--- src/rtl/fp_align_pkg.sv ---
// ---------------------------------------------------------------------------
// fp_align_pkg
//   Shared definitions for the FP adder alignment stage (fp_align_shift) and
//   its sticky right-shifter (fp_rshift_sticky).
//
//   Contents:
//     EXP_W_DEF / MANT_W_DEF / SHIFT_STEP_DEF : default widths and step size
//     align_state_e                           : alignment FSM states
//     sat_min()                               : unsigned minimum, used to clamp
//                                               the exponent difference and the
//                                               per-cycle shift distance
// ---------------------------------------------------------------------------
package fp_align_pkg;

    localparam int EXP_W_DEF      = 8;
    localparam int MANT_W_DEF     = 28;
    localparam int SHIFT_STEP_DEF = 4;

    // IDLE  : waiting for operands, the only state that accepts
    // SHIFT : smaller mantissa is being moved right toward the big exponent
    // DONE  : aligned pair presented downstream until it is taken
    typedef enum logic [1:0] {
        IDLE  = 2'd0,
        SHIFT = 2'd1,
        DONE  = 2'd2
    } align_state_e;

    // Unsigned minimum on 32-bit values; callers cast the result back down
    // to the width they need.
    function automatic logic [31:0] sat_min(input logic [31:0] a,
                                            input logic [31:0] b);
        return (a < b) ? a : b;
    endfunction

endpackage : fp_align_pkg

--- src/rtl/fp_rshift_sticky.sv ---
// ---------------------------------------------------------------------------
// fp_rshift_sticky
//   Combinational logical right shift of an extended mantissa with sticky
//   jamming: every bit that falls off the bottom (and the incoming bit 0,
//   which already carries earlier sticky information) is OR-ed into bit 0
//   of the result. A shift of zero passes the mantissa through untouched.
//
//   Parameters:
//     MANT_W  : mantissa width
//     SH_W    : width of the shift-amount port
//
//   Ports:
//     mant_i   in   MANT_W  mantissa to shift
//     shamt_i  in   SH_W    shift distance (values >= MANT_W flush to sticky)
//     mant_o   out  MANT_W  shifted mantissa, bit0 = sticky
// ---------------------------------------------------------------------------
module fp_rshift_sticky
    import fp_align_pkg::*;
#(
    parameter int MANT_W = MANT_W_DEF,
    parameter int SH_W   = 3
) (
    input  logic [MANT_W-1:0] mant_i,
    input  logic [SH_W-1:0]   shamt_i,
    output logic [MANT_W-1:0] mant_o
);

    logic [MANT_W-1:0] lostMask;
    logic [MANT_W-1:0] shifted;
    logic              jam;

    // lostMask has ones exactly on the bit positions shifted out; for a
    // non-zero shift that always includes bit 0, so the old sticky survives.
    always_comb begin
        lostMask = ~({MANT_W{1'b1}} << shamt_i);
        shifted  = mant_i >> shamt_i;
        jam      = |(mant_i & lostMask);
        mant_o   = {shifted[MANT_W-1:1], shifted[0] | jam};
    end

endmodule : fp_rshift_sticky

--- src/rtl/fp_align_shift.sv ---
// ---------------------------------------------------------------------------
// fp_align_shift
//   Operand swap + exponent alignment stage of the FP adder, placed right
//   after the magnitude comparator. The comparator's less flag picks which
//   operand goes to the big path; the other mantissa is shifted right by the
//   exponent difference (clamped to MANT_W) with sticky jamming into bit 0.
//   Valid/ready handshake on both sides; one operation in flight at a time.
//
//   Build option (macro FP_ALIGN_BARREL_EN):
//     defined   : the whole remaining distance is shifted in one SHIFT cycle
//     undefined : at most SHIFT_STEP bit positions are shifted per cycle
//
//   Ports:
//     i_clk         in   1       clock
//     i_rst         in   1       asynchronous reset, active-high
//     i_valid       in   1       upstream operands valid
//     o_ready       out  1       stage can accept (IDLE only)
//     i_exp_a       in   EXP_W   exponent A
//     i_exp_b       in   EXP_W   exponent B
//     i_mant_a      in   MANT_W  mantissa A
//     i_mant_b      in   MANT_W  mantissa B
//     i_less        in   1       comparator flag, |A| < |B|
//     o_valid       out  1       aligned result valid
//     i_ready       in   1       downstream accepts result
//     o_swap        out  1       1 = B routed to big path
//     o_exp_big     out  EXP_W   exponent of larger operand
//     o_mant_big    out  MANT_W  larger mantissa, unshifted
//     o_mant_small  out  MANT_W  smaller mantissa, aligned, bit0 = sticky
// ---------------------------------------------------------------------------
module fp_align_shift
    import fp_align_pkg::*;
#(
    parameter int EXP_W      = EXP_W_DEF,
    parameter int MANT_W     = MANT_W_DEF,
    parameter int SHIFT_STEP = SHIFT_STEP_DEF
) (
    input  logic              i_clk,
    input  logic              i_rst,
    input  logic              i_valid,
    output logic              o_ready,
    input  logic [EXP_W-1:0]  i_exp_a,
    input  logic [EXP_W-1:0]  i_exp_b,
    input  logic [MANT_W-1:0] i_mant_a,
    input  logic [MANT_W-1:0] i_mant_b,
    input  logic              i_less,
    output logic              o_valid,
    input  logic              i_ready,
    output logic              o_swap,
    output logic [EXP_W-1:0]  o_exp_big,
    output logic [MANT_W-1:0] o_mant_big,
    output logic [MANT_W-1:0] o_mant_small
);

    // Remaining distance never exceeds MANT_W, so it fits in REM_W bits.
    localparam int REM_W = $clog2(MANT_W + 1);
`ifdef FP_ALIGN_BARREL_EN
    localparam int MAX_SH = MANT_W;
`else
    localparam int MAX_SH = SHIFT_STEP;
`endif
    localparam int SH_W = $clog2(MAX_SH + 1);

    // Elaboration-time guard on the step size.
    if (SHIFT_STEP < 1 || SHIFT_STEP > MANT_W) begin : g_bad_step
        $error("fp_align_shift: SHIFT_STEP must lie in 1..MANT_W");
    end

    align_state_e      state_q,     state_d;
    logic [REM_W-1:0]  rem_q,       rem_d;
    logic              swap_q,      swap_d;
    logic [EXP_W-1:0]  expBig_q,    expBig_d;
    logic [MANT_W-1:0] mantBig_q,   mantBig_d;
    logic [MANT_W-1:0] mantSmall_q, mantSmall_d;

    logic [EXP_W-1:0]  accExpBig;
    logic [EXP_W-1:0]  accExpSmall;
    logic [EXP_W-1:0]  accDiff;
    logic [REM_W-1:0]  accRem;
    logic [REM_W-1:0]  step;
    logic [MANT_W-1:0] shiftedSmall;

    // Operand routing at accept time. A tie (less=0) keeps A on the big
    // path. The difference is taken modulo 2^EXP_W and then clamped, since
    // any shift of MANT_W or more leaves only the sticky bit.
    always_comb begin
        accExpBig   = i_less ? i_exp_b : i_exp_a;
        accExpSmall = i_less ? i_exp_a : i_exp_b;
        accDiff     = accExpBig - accExpSmall;
        accRem      = REM_W'(sat_min(32'(accDiff), 32'(MANT_W)));
    end

    // Distance handled this SHIFT cycle: everything that is left in the
    // barrel build, otherwise at most SHIFT_STEP positions.
    always_comb begin
`ifdef FP_ALIGN_BARREL_EN
        step = rem_q;
`else
        step = REM_W'(sat_min(32'(rem_q), 32'(SHIFT_STEP)));
`endif
    end

    fp_rshift_sticky #(
        .MANT_W (MANT_W),
        .SH_W   (SH_W)
    ) u_shift (
        .mant_i  (mantSmall_q),
        .shamt_i (SH_W'(step)),
        .mant_o  (shiftedSmall)
    );

    // Next-state logic: load in IDLE, walk the small mantissa in SHIFT,
    // hold everything in DONE until downstream takes it.
    always_comb begin
        state_d     = state_q;
        rem_d       = rem_q;
        swap_d      = swap_q;
        expBig_d    = expBig_q;
        mantBig_d   = mantBig_q;
        mantSmall_d = mantSmall_q;

        case (state_q)
            IDLE: begin
                if (i_valid) begin
                    swap_d      = i_less;
                    expBig_d    = accExpBig;
                    mantBig_d   = i_less ? i_mant_b : i_mant_a;
                    mantSmall_d = i_less ? i_mant_a : i_mant_b;
                    rem_d       = accRem;
                    state_d     = (accRem == '0) ? DONE : SHIFT;
                end
            end
            SHIFT: begin
                mantSmall_d = shiftedSmall;
                rem_d       = rem_q - step;
                state_d     = (rem_q == step) ? DONE : SHIFT;
            end
            DONE: begin
                if (i_ready) begin
                    state_d = IDLE;
                end
            end
            default: begin
                state_d = IDLE;
            end
        endcase
    end

    // State and datapath registers; reset discards any in-flight operation.
    always_ff @(posedge i_clk or posedge i_rst) begin
        if (i_rst) begin
            state_q     <= IDLE;
            rem_q       <= '0;
            swap_q      <= 1'b0;
            expBig_q    <= '0;
            mantBig_q   <= '0;
            mantSmall_q <= '0;
        end else begin
            state_q     <= state_d;
            rem_q       <= rem_d;
            swap_q      <= swap_d;
            expBig_q    <= expBig_d;
            mantBig_q   <= mantBig_d;
            mantSmall_q <= mantSmall_d;
        end
    end

    // Handshake flags are pure state decodes so reset clears them at once.
    always_comb begin
        o_ready      = (state_q == IDLE);
        o_valid      = (state_q == DONE);
        o_swap       = swap_q;
        o_exp_big    = expBig_q;
        o_mant_big   = mantBig_q;
        o_mant_small = mantSmall_q;
    end

endmodule : fp_align_shift

--- config.mk ---
export PLATFORM = sky130hd
export DESIGN_NAME = fp_align_shift
export DESIGN_NICKNAME = d
export VERILOG_FILES = /design/src/rtl/fp_align_pkg.sv /design/src/rtl/fp_rshift_sticky.sv /design/src/rtl/fp_align_shift.sv
export SDC_FILE = /design/constraint.sdc
export NUM_CORES = 1
export LEC_CHECK = 0
export BUFFER_PORTS_ARGS = -buffer_cell sky130_fd_sc_hd__buf_2
export CAP_MARGIN = 20
export CORE_UTILIZATION = 30
export DETAILED_ROUTE_END_ITERATION = 8
export GPL_TIMING_DRIVEN = 0
export PLACE_DENSITY = 0.59
export SLEW_MARGIN = 10
export SYNTH_ARGS = -nofsm -noshare
export SYNTH_HDL_FRONTEND = slang
export SYNTH_SLANG_ARGS = --single-unit
--- constraint.sdc ---
create_clock -name i_clk -period 2.4 [get_ports i_clk]
set_input_delay 0.48 -clock i_clk [delete_from_list [all_inputs] [get_ports i_clk]]
set_output_delay 0.48 -clock i_clk [all_outputs]
set_load 0.05 [all_outputs]
### Word level (Yosys, flattened, before mapping)

Index checks and enable logic that the tools add are counted.

* output and inout port bits: 67
* register bits: 72
* word-level logic and storage cells: 42
* latch bits: 0
* memory bits (writable): 0
* bits in read-only memories: 0
* memories kept: 0

* magnitude comparators: 2
* shift-type cells: 2
* reduce and logical (&&, ||, !) cells: 7
* div/mod/pow operators: 0
* $mul: 0
* bitwise gates (word level): 3
* add/subtract/negate cells: 2
* mux-type cells: 15
* eq/ne operators: 5

Operator list (count)
* 28-bit 2-to-1 mux: 3
* 28-bit one-hot mux with 2 select lines: 1
* 28-bit AND: 1
* 28-bit NOT: 1
* 28-bit OR reduction: 1
* 28-bit by 3-bit left shift with 28-bit output (first input constant): 1
* 28-bit by 3-bit right shift with 28-bit output: 1
* 8-bit 2-to-1 mux: 2
* 5-bit 2-to-1 mux: 3
* 5-bit one-hot mux with 2 select lines: 1
* 8-bit by 5-bit < comparator with 1-bit output (second input constant): 1
* 2-bit 2-to-1 mux: 4
* 8-bit subtractor: 1
* 2-bit one-hot mux with 3 select lines: 1
* 2-bit AND reduction: 3
* 5-bit == test: 1
* 5-bit logical NOT: 1
* 5-bit by 3-bit < comparator with 1-bit output (second input constant): 1
* 5-bit subtractor: 1
* 2-bit by 1-bit == test with 1-bit output (second input constant): 1
* 2-bit == test (second input constant): 1
* 2-bit logical NOT: 1
* 2-bit by 1-bit inequality test with 1-bit output (second input constant): 1
* 2-bit inequality test (second input constant): 1
* 2 further kinds: 2

### Depth between registers and ports, before layout

* depth in word-level cells: 8
* depth in mapped cells: 12

### Cells and area by module

From an unflattened synthesis, not the netlist that was laid out.

* cell total of the unflattened synthesis: 508
* area, all modules: 5076.1 µm²

By module, submodules not included
* fp_align_shift: area each 4032.6 µm², seq. area each 1801.7 µm², cells an instance 403, times used 1
* fp_rshift_sticky: area each 1043.5 µm², seq. area each 0.0 µm², cells an instance 105, times used 1

### Least setup slack after synthesis

OpenSTA, ideal clock, no wires.

* path kind: input -> register
* start: in i_less
* end: reg rem_q[4]
* stages on the path: 12
* required time: 2.281 ns
* setup time: 0.119 ns
* slack: -0.795 ns
* data arrival time: 3.077 ns
* cells stage by stage: buf_2 buf_1 mux2_2 ha_1 inv_1 fa_1 a21oi_1 nor2_1 mux2i_1 o221ai_1 or4_4 o21a_1

* longest elaborated chain between the ends: 6
* elaborated cells on any way between the ends: 7
* those cells by class: 1 x add/sub; 1 x order compare; 5 x mux

Ends and longest elaborated chain
* start, declared: RTL line fp_align_shift.sv:45 `input logic i_less,`
* 8-bit 2-to-1 mux, on equally long branches: RTL line fp_align_shift.sv:86, fp_align_shift.sv:87
* 8-bit subtractor (*): RTL line fp_align_shift.sv:88 `accDiff = accExpBig - accExpSmall;`
* 8-bit by 5-bit < comparator with 1-bit output: RTL line fp_align_pkg.sv:32 `return (a < b) ? a : b;`
* 5-bit 2-to-1 mux (*): RTL line fp_align_pkg.sv:32
* 5-bit 2-to-1 mux (*): RTL line fp_align_shift.sv:123 `if (i_valid) begin`
* 5-bit one-hot mux with 2 select lines (*): RTL line fp_align_shift.sv:121 `case (state_q)`
* end signal, assigned: RTL line fp_align_shift.sv:159 `rem_q <= rem_d;`
* end, declared: RTL line fp_align_shift.sv:69 `logic [REM_W-1:0] rem_q, rem_d;`

Mark *: on every way between the ends. The rest lies on a longest branch, timed or not. The select of a mux whose other input is x is not followed.
A chain may end at the register's enable or synchronous reset.

### Final worst setup path

* start: in i_less
* end: reg rem_q[4]

* longest elaborated chain between the ends: 6
* elaborated cells on any way between the ends: 7
* those cells by class: 1 x add/sub; 1 x order compare; 5 x mux

Ends and longest elaborated chain
* 8-bit 2-to-1 mux (*): RTL line fp_align_shift.sv:86 `accExpBig = i_less ? i_exp_b : i_exp_a;`
* net accExpBig[1]: RTL line fp_align_shift.sv:75 `logic [EXP_W-1:0] accExpBig;`
* 8-bit subtractor (*): RTL line fp_align_shift.sv:88
* 8-bit by 5-bit < comparator with 1-bit output: RTL line fp_align_pkg.sv:32
* 5-bit 2-to-1 mux (*): RTL line fp_align_pkg.sv:32
* 5-bit 2-to-1 mux (*): RTL line fp_align_shift.sv:123
* 5-bit one-hot mux with 2 select lines (*): RTL line fp_align_shift.sv:121

The timed path passes the listed nets; every way through them passes the cells marked *. The select of a mux whose other input is x is not followed.

==> results.cfg <==
[placement]
pre_cts_slack_ns = -0.825
port_buffers = 142
gp_congestion = 0.863
dpl.hpwl_um = 12500

[layout]
drive_gt1_share_pct = 33.0
nets = 791
fin_util_pct = 41.3
area_growth_pct = 34.2
fillers = 1629
final_cell_mix = 148 x buf_2, 72 x dfrtp_1, 70 x nand2_1, 70 x mux2i_1, 50 x o21ai_0
mostFrequentLayoutCell = buf_2
diodes = 0

[route]
drtIter0Drc = 363
num_vias = 4988
firstDrtPassIters = 5
vias_per_cell = 5.39
drc_errors = 0
wl_um = 17400
ant_nets = 0
wl_per_cell_um = 18.8

[critical_path]
critPathCaptureType = flip-flop
crit_start = i_less
critPathArrivalTime_ns = 2.69
required_ns = 2.64
cp_max_fo = 7
crit_type = primary input to flip-flop
reg2reg_from = rem_q[1]
start_kind = primary input

[timing]
fmax_mhz = 408
rsz0062_at_grt = yes
hold_viol_final = 0
fin_setup_tns_ns = -0.0506
clock-skew-final_ns = 0.00678
worstMarginPinSlew_ns = 0.862
setup_viol = 1
slew_violations = 0
worst_slack_ns = -0.0506
finalCritPeriodShare_pct = 102
finalCriticalPeriod_ns = 2.45
maxSlewHeadroom_pct = 42.6

[yosys]
synth.cell_area_mm2 = 0.00490
synth_top_area_share_pct = 36.7
netlist_instances = 541
synthArstFlopShare_pct = 100
synth_edf_count = 0
synth_nets = 628
ys_ff_latch = 72
seq_area_frac_synth_pct = 36.7
synth_top_cell_by_area = dfrtp_1
ys.flop_type = dfrtp_1
synthDistinctLibCells = 56
syn_avg_cell_area_um2 = 9.06
ys_top_cells_by_area = dfrtp_1 37%, mux2i_1 15%, nand2_1 5.4%
yosys_warnings = 0

[outcome]
status = finished with violations
violations = setup timing

[die]
core_mm2 = 0.0159
num_rows = 46
die_w_um = 130
die-area_mm2 = 0.0169
initial_utilization_pct = 30.8
die_y_um = 130
ioPinCount = 144

[power_and_ir_drop]
irDropWorstVdd_mv = 0.595
p_switching_mw = 5.20
sw_frac_of_total_pct = 54.2
p_int_mw = 4.39
p_seq_share_pct = 25.2
finalPower_mw = 9.60
power_density_mw_per_mm2 = 1460
p_leak_nw = 3.04
clkPwrFrac_pct = 15.9
pwr-share-comb_pct = 59.0

[run]
drv_cap = 0

[cts]
h-tree-depth = 3
clk_pin_slew_ns = 0.06
clock-root-buffer = clkbuf_16
postCtsHoldBufs = 0
clock-sinks = 72
numCtsBuffers = 9
insertion_delay_ns = 0.35
clockBufferDepth = 2
cts_tree = yes

[grt]
grt_util_all_layers_pct = 21.1
grt_pass1_vias = 4831
grtUsageMet1_pct = 26.8
met2_usage_pct = 35.6
grt_pass1_wl_um = 26900
antenna_found_initial = 0
grt_busiest_layer = met2
grt_overflow = 0
grt_max_degree = 44
grt_use_met3_pct = 4.76

[hold_path]
hp-class = primary input to asynchronous set/reset pin
-- per-stage QoR --
stage          hold WS [ns]  area, um2  instances
3_3_place_gp          0.457       6000        899
4_1_cts               0.143       6570        925
3_5_place_dp          0.462       6030        900
2_1_floorplan         0.631       5020        541
5_1_grt               0.176       6580        925
6_report              0.133       6580        925
-- timing repair --
action,in CTS,in global routing
gates resized for setup,23,6
buffers inserted,9,0
hold endpoints to repair,0,0
pin swaps,9,0
setup endpoints to repair,7,7
-- cell usage after synthesis (all sizes together), types with 12 or more instances --
master and number:
buf 16, clkbuf 28, a21oi 36, nand3 17, nor2 33, a31oi 12
mux2 15, nand2 71, o21ai 51, a211oi 26, mux2i 73, dfrtp 72
-- registers in the layout, indices dropped and copies added, names as in the netlist --
signal and cells:
o_mant_small 28, o_mant_big 28, rem_q 5, state_q 2, o_swap 1, o_exp_big 8
-- power groups by stage --
| stage | combinational (mW) | clock (mW) | sequential [mW] |
|---|---|---|---|
| 6_report | 5.66 | 1.52 | 2.41 |
| 5_1_grt | 6.06 | 1.58 | 2.49 |
| 2_1_floorplan | 2.32 | 0 | 4.07 |
| 3_3_place_gp | 5.49 | 0 | 2.42 |
| 3_5_place_dp | 5.53 | 0 | 2.41 |
| 4_1_cts | 5.63 | 1.53 | 2.39 |
-- final cells by class --
type / instances / area, um2 / share of cell area, %
buffer: 44 / 260 / 3.95
multi-input combinational: 420 / 3090 / 47.0
sequential: 72 / 1800 / 27.4
clock buffer: 10 / 239 / 3.63
clock inverter: 6 / 91.3 / 1.39
inverter: 5 / 21.3 / 0.323
timing repair buffer: 152 / 806 / 12.2
tap: 216 / 270 / 4.11
-- worst max-delay path, stage by stage --
cell and delay, ns:
buf_12 0.12, clkbuf_16 0.16, mux2_4 0.34, fa_2 0.44
a21oi_2 0.16, nor2_1 0.07, mux2i_1 0.17, o221ai_2 0.13
or4_4 0.43, o21a_1 0.18
-- metal layers --
| metal | vias up | wire [um] |
|---|---|---|
| li1 | 2326 | - |
| met1 | 2426 | 7370 |
| met2 | 206 | 8370 |
| met3 | 30 | 1260 |
| met4 | 0 | 363 |
| met5 | - | 0 |
-- logic make-up after synthesis --
family                     synth area share (%)
other                                    0.0765
AOI/OAI and AO/OA                          20.1
muxes                                      21.6
and+or+nand+nor                            13.7
adders and majority gates                  2.70
xor gates and xnor gates                   1.07
buffers and inverters                      4.11
DFF                                        36.7
-- final timing paths --
| path | end | slack, ns | cells past startpoint |
|---|---|---|---|
| worst max-delay path | rem_q[4] | -0.05 | 10 |
| worst min-delay path | o_mant_big[22] | 0.13 | 2 |
| worst max register to register | rem_q[2] | 0.19 | 8 |
| worst min register to register | o_exp_big[0] | 0.47 | 2 |
| max in group asynchronous | o_mant_small[14] | 1.71 | 3 |
| min in group i_clk | o_mant_big[10] | 0.43 | 3 |
Note: power is estimated with default switching activity, not from simulation.
